--- src/rtl/pe_sequencer.sv ---
// Phase sequencer for the complex-data PE: LOAD -> (COMPUTE -> TRANSMIT -> SHIFT) x iter -> OUTPUT,
// with runtime phase lengths, backpressure, zero-length phase skipping and abort.
module pe_sequencer #(
    parameter int unsigned CNT_W     = 8,
    parameter int unsigned ITER_W    = 8,
    parameter int unsigned IM_ADDR_W = 8,
    parameter int unsigned DEF_LOAD  = 16,
    parameter int unsigned DEF_INST  = 32,
    parameter int unsigned DEF_TX    = 4,
    parameter int unsigned DEF_SHIFT = 16,
    parameter int unsigned DEF_OUT   = 4,
    parameter int unsigned DEF_ITER  = 4
) (
    input  logic                 clk,
    input  logic                 rst_n,
    input  logic                 cfg_v,
    input  logic [CNT_W-1:0]     cfg_load_num,
    input  logic [CNT_W-1:0]     cfg_inst_num,
    input  logic [CNT_W-1:0]     cfg_tx_num,
    input  logic [CNT_W-1:0]     cfg_shift_num,
    input  logic [CNT_W-1:0]     cfg_out_num,
    input  logic [ITER_W-1:0]    cfg_iter_num,
    input  logic                 din_pe_v,
    input  logic                 tx_rdy,
    input  logic                 out_rdy,
    input  logic                 abort,
    output logic                 start,
    output logic                 load_v,
    output logic                 cmpt_v,
    output logic                 tx_v,
    output logic                 shift_v,
    output logic                 output_v,
    output logic [IM_ADDR_W-1:0] inst_addr,
    output logic [ITER_W-1:0]    iter_cnt,
    output logic                 busy,
    output logic                 done,
    output logic                 cfg_err
);

    typedef enum logic [2:0] {
        S_IDLE  = 3'd0,
        S_LOAD  = 3'd1,
        S_CMPT  = 3'd2,
        S_TX    = 3'd3,
        S_SHIFT = 3'd4,
        S_OUT   = 3'd5
    } state_t;

    state_t state, state_nxt;

    logic [CNT_W-1:0]     load_num, inst_num, tx_num, shift_num, out_num;
    logic [ITER_W-1:0]    iter_num;
    logic [CNT_W-1:0]     beat, beat_nxt, cur_num;
    logic [ITER_W-1:0]    iter_nxt;
    logic [IM_ADDR_W-1:0] addr_nxt;
    logic                 done_nxt;
    logic                 beat_acc, phase_last, last_iter;

    // Strobes are a pure decode of the state register.
    assign start    = (state == S_IDLE);
    assign load_v   = (state == S_LOAD);
    assign cmpt_v   = (state == S_CMPT);
    assign tx_v     = (state == S_TX);
    assign shift_v  = (state == S_SHIFT);
    assign output_v = (state == S_OUT);
    assign busy     = (state != S_IDLE);

    // Length of the current phase and whether this cycle carries an accepted beat.
    always_comb begin
        cur_num  = '0;
        beat_acc = 1'b0;
        unique case (state)
            S_LOAD:  begin cur_num = load_num;  beat_acc = 1'b1;    end
            S_CMPT:  begin cur_num = inst_num;  beat_acc = 1'b1;    end
            S_TX:    begin cur_num = tx_num;    beat_acc = tx_rdy;  end
            S_SHIFT: begin cur_num = shift_num; beat_acc = 1'b1;    end
            S_OUT:   begin cur_num = out_num;   beat_acc = out_rdy; end
            default: begin cur_num = '0;        beat_acc = 1'b0;    end
        endcase
    end

    assign phase_last = beat_acc && (beat == cur_num - CNT_W'(1));
    assign last_iter  = (iter_cnt == iter_num - ITER_W'(1));

    // Next-state, counter and done decision; abort outranks phase end, which outranks stall.
    always_comb begin
        state_nxt = state;
        beat_nxt  = beat;
        iter_nxt  = iter_cnt;
        addr_nxt  = '0;
        done_nxt  = 1'b0;
        if (state == S_IDLE) begin
            if (din_pe_v && !abort) begin
                beat_nxt  = '0;
                iter_nxt  = '0;
                state_nxt = (load_num != '0) ? S_LOAD : S_CMPT;
            end
        end else if (abort) begin
            state_nxt = S_IDLE;
            beat_nxt  = '0;
            iter_nxt  = '0;
        end else if (phase_last) begin
            beat_nxt = '0;
            unique case (state)
                S_LOAD: state_nxt = S_CMPT;
                S_CMPT: begin
                    if (last_iter) begin
                        if (out_num != '0) begin
                            state_nxt = S_OUT;
                        end else begin
                            state_nxt = S_IDLE;
                            done_nxt  = 1'b1;
                        end
                    end else if (tx_num != '0) begin
                        state_nxt = S_TX;
                    end else if (shift_num != '0) begin
                        state_nxt = S_SHIFT;
                    end else begin
                        state_nxt = S_CMPT;
                        iter_nxt  = iter_cnt + ITER_W'(1);
                    end
                end
                S_TX: begin
                    if (shift_num != '0) begin
                        state_nxt = S_SHIFT;
                    end else begin
                        state_nxt = S_CMPT;
                        iter_nxt  = iter_cnt + ITER_W'(1);
                    end
                end
                S_SHIFT: begin
                    state_nxt = S_CMPT;
                    iter_nxt  = iter_cnt + ITER_W'(1);
                end
                S_OUT: begin
                    state_nxt = S_IDLE;
                    done_nxt  = 1'b1;
                end
                default: state_nxt = S_IDLE;
            endcase
        end else if (beat_acc) begin
            beat_nxt = beat + CNT_W'(1);
            if (state == S_CMPT) begin
                addr_nxt = inst_addr + IM_ADDR_W'(1);
            end
        end
    end

    always_ff @(posedge clk or negedge rst_n) begin
        if (!rst_n) begin
            state <= S_IDLE;
        end else begin
            state <= state_nxt;
        end
    end

    always_ff @(posedge clk or negedge rst_n) begin
        if (!rst_n) begin
            beat      <= '0;
            iter_cnt  <= '0;
            inst_addr <= '0;
            done      <= 1'b0;
        end else begin
            beat      <= beat_nxt;
            iter_cnt  <= iter_nxt;
            inst_addr <= addr_nxt;
            done      <= done_nxt;
        end
    end

    // Config is only writable while idle, so it stays constant for the whole run.
    always_ff @(posedge clk or negedge rst_n) begin
        if (!rst_n) begin
            load_num  <= CNT_W'(DEF_LOAD);
            inst_num  <= CNT_W'(DEF_INST);
            tx_num    <= CNT_W'(DEF_TX);
            shift_num <= CNT_W'(DEF_SHIFT);
            out_num   <= CNT_W'(DEF_OUT);
            iter_num  <= ITER_W'(DEF_ITER);
            cfg_err   <= 1'b0;
        end else if (cfg_v && (state == S_IDLE)) begin
            if ((cfg_inst_num != '0) && (cfg_iter_num != '0)) begin
                load_num  <= cfg_load_num;
                inst_num  <= cfg_inst_num;
                tx_num    <= cfg_tx_num;
                shift_num <= cfg_shift_num;
                out_num   <= cfg_out_num;
                iter_num  <= cfg_iter_num;
                cfg_err   <= 1'b0;
            end else begin
                cfg_err <= 1'b1;
            end
        end
    end

endmodule

--- config.mk ---
export PLATFORM = sky130hd
export DESIGN_NAME = pe_sequencer
export DESIGN_NICKNAME = d
export VERILOG_FILES = /design/src/rtl/pe_sequencer.sv
export SDC_FILE = /design/constraint.sdc
export NUM_CORES = 1
export LEC_CHECK = 0
export CAP_MARGIN = 10
export CORE_ASPECT_RATIO = 0.6
export CORE_MARGIN = 2
export CORE_UTILIZATION = 25
export DETAILED_ROUTE_END_ITERATION = 8
export HOLD_SLACK_MARGIN = 0.06
export SLEW_MARGIN = 10
export SYNTH_ARGS = -nofsm -noshare
export SYNTH_HDL_FRONTEND = slang
export SYNTH_SLANG_ARGS = --single-unit
--- constraint.sdc ---
create_clock -name clk -period 3.75 [get_ports clk]
set_clock_uncertainty 0.2 [all_clocks]
set_input_delay 0.5625 -clock clk [delete_from_list [all_inputs] [get_ports clk]]
set_output_delay 0.5625 -clock clk [all_outputs]
set_load 0.1 [all_outputs]
==> results by group <==
Run status
  • Outcome: completed

Clocking
  • Cts hold-fix bufs: 0
  • TritonCTS clock tree: done
  • CTS max path bufs: 2
  • Worst-path clk slew: 0.07 ns
  • Num CTS Buffers: 9
  • CTS sink cnt: 77
  • H-tree levels: 3
  • Clock Tree Root: clkbuf_16
  • Clock Latency Late Sink: 0.35 ns

STA
  • Post-layout minimum cycle time: 3.610 ns
  • RSZ-0062 raised after global routing: true
  • Final period util: 96.27%
  • Relative max-transition margin: 30.96%
  • Slew @ Worst Pin: 1.036 ns
  • Setup TNS: 0 ns
  • Final setup viols: 0
  • Final Hold Fails: 0
  • Slew Viols, Final: 0
  • Final worst slack: 0.1399 ns
  • FMAX: 277.0 MHz

Detailed routing
  • First-pass iteration count of the detailed router: 5
  • DR vias/cell: 4.825
  • DRC violation total after the first TritonRoute iteration: 302
  • Post-Route WL: 14040 um
  • ANT nets after route: 0
  • Via count: 4415
  • Routed len/inst: 15.35 um
  • DR DRC count: 0

Setup path
  • Required time worst endpoint: 3.82 ns
  • CP max stage cell: or4bb_1
  • Reg2reg setup slack: 0.14 ns
  • Worst Path Arrival: 3.68 ns
  • Crit path max fanout: 11
  • CP delay by family, top: simple AND/OR/NAND/NOR gates
  • Critical Path Source Type: flip-flop
  • Setup CP Type: reg2reg
  • CP bufs+invs: 0
  • Reg2Reg Capture Point: iter_cnt[3]
  • CP Cell Sequence: or4bb_1, o221ai_2, nand2_1, ha_1, xnor2_1, a2111oi_2, a31oi_1, o22a_1, a21oi_4, nand4_4, or4_1, a21boi_1
  • R2R cell count: 12
  • Crit. End Element: flip-flop
  • Worst R2R Start: state[1]
  • Worst path max stage delay: 0.54 ns

Logic synthesis
  • Top-area cell type share of the netlist area: 37.90%
  • Syn Inst Count: 568
  • Ys async rst share: 100.0%
  • Area leader, netlist: dfrtp_1
  • Number of synthesized flops with an enable pin: 0
  • Yosys cell types: 64
  • Synthesized Nets: 629
  • Top FF cell, synth: dfrtp_1
  • Synthesized area: 4688 um2
  • Syn avg cell area: 8.254 um2
  • Synth area leaders: dfrtp_1 38%, nand2_1 14%, mux2i_1 4.9%
  • Register area share after synthesis: 41.26%
  • Most common cell in the netlist: nand2_1
  • Top cells by count, synth: 172 x nand2_1, 71 x dfrtp_1, 40 x nor2_1
  • YS warnings: 0
  • FF+latch count, synth: 77

Floorplanning
  • Chip height: 110.1 um
  • FP Rows: 38
  • DIE AREA: 19900 um2
  • Core area: 18210 um2
  • Die Wd: 180.8 um
  • Initial Util: 25.75%
  • Io pins: 80

Power and ir drop
  • Clock power frac: 18.5%
  • Lkg Pwr: 2.754 nW
  • PwrDens: 759.0 nW/um2
  • Switching Share: 46.18%
  • IR drop worst, VDD: 0.0004353 V
  • Internal: 2.551 mW
  • Pwr Total: 4.739 mW
  • Sw Pwr: 2.188 mW
  • Flop pwr share: 29.9%
  • Comb pwr share: 51.6%

Layout
  • Final net count: 731
  • Layout Area Growth over Synthesis: 33.17%
  • Fraction of layout cells with a size suffix above 1: 13.33%
  • Finished Cell Area: 6243 um2
  • N_diodes: 0
  • Final core occ: 34.29%
  • Fill cells: 1897

Global routing
  • Initial antenna violation count: 0
  • Remaining global-route overflow: 0
  • Vias in the first global route: 3969
  • Overall Global Routing Usage: 14.27%
  • Global-route wire length before repair: 22130 um
  • Pin count of the biggest net entering global routing: 78

Placed design
  • Placer's final routability congestion estimate: 0.9290
  • I/O Buffers: 79
  • Post-Place Setup Slack: 0.04431 ns
  • Hpwl dp: 10460 um
  • Placed Instance Area: 5847 um2

Flow run
  • MaxCap Viol Count: 0

Hold path
  • Hold crit path type: in2async
-- power groups by stage --
stage          sequential, mW  combinational (mW)  clock [mW]
2_1_floorplan            1.36                1.68           0
3_3_place_gp             1.43                2.31           0
3_5_place_dp             1.43                2.33           0
4_1_cts                  1.42                2.34       0.898
5_1_grt                  1.46                2.69       0.935
6_report                 1.42                2.44       0.877
-- kinds of logic (layout without fill, tap and decap cells) --
logic type,after synthesis,after routing,synth area share (%)
AND/OR/NAND/NOR,317,317,31.44
adder cells (fa/ha/maj),6,6,1.601
XOR/XNOR,25,25,4.670
flip-flops,77,77,41.26
buffers and inverters,39,146,3.523
AO/OA/AOI/OAI,79,79,12.04
multiplexers,25,25,5.471
-- metal layers --
metal	part of all wire, %	up-vias	track usage (%)
met3	6.2	18	3.417
met2	38	146	18.06
met4	1.6	0	4.147
met1	54	2070	22.89
met5	0	-	0
li1	-	2181	-
-- layout make-up --
class	instances	area, um2	area share, %
flip-flops and latches	77	1938	31.04
well taps	240	300.3	4.810
multi-input cells	452	2615	41.88
clock buffers	10	239.0	3.828
repair buffers	115	1041	16.67
inverters	15	57.56	0.9218
clock inverters	6	52.55	0.8417
-- cells in the final DEF, fill, tap and decap left out, types with 3 or more instances in the layout --
cell type and instances:
a31oi_1 6, nand4_1 9, inv_6 3, or4_1 7, nand3_1 23, o31ai_1 4
buf_4 44, o211ai_1 4, nor4_1 13, o21ai_0 15, nor3_1 9, a211oi_2 3
a21oi_1 18, clkbuf_16 9, a211oi_1 3, dfrtp_2 3, or3_1 6, and3_1 9
and2_1 3, clkdlybuf4s50_1 71, nand2b_1 6, xor2_1 15, nor2_1 40, nor2b_1 3
dfstp_2 6, dfrtp_1 68, mux2i_1 23, nand2_1 172, xnor2_1 10, inv_1 11
ha_1 6
-- worst max-delay path by stage --
stage | startpoint | end | slack, ns | depth (start not counted)
6_report | state[1] | iter_cnt[3] | 0.14 | 12
5_1_grt | state[2] | iter_cnt[4] | -0.04 | 13
4_1_cts | state[1] | iter_cnt[4] | 0.02 | 13
3_5_place_dp | state[1] | iter_cnt[7] | 0.04 | 13
3_3_place_gp | state[1] | iter_cnt[7] | 0.15 | 13
2_1_floorplan | state[0] | iter_cnt[3] | 0.14 | 9
-- timing repair --
| action | in CTS | in global routing |
|---|---|---|
| buffers inserted | 0 | 10 |
| setup endpoints to repair | 0 | 27 |
| resized for setup | 0 | 9 |
-- sequential cells by signal (all words and copies together) (netlist names), 3 cells and up --
register / flops
beat: 8
state: 3
out_num: 8
tx_num: 8
shift_num: 8
load_num: 8
inst_num: 8
iter_cnt: 8
inst_addr: 8
iter_num: 8
-- metrics by stage --
step	instances	hold WS (ns)
finish	915	0.1656
global route	915	0.2677
CTS	905	0.2465
detailed placement	889	0.2638
global placement	889	0.2613
floorplan	568	0.06691
No activity file was read; power rests on OpenSTA's default activity.
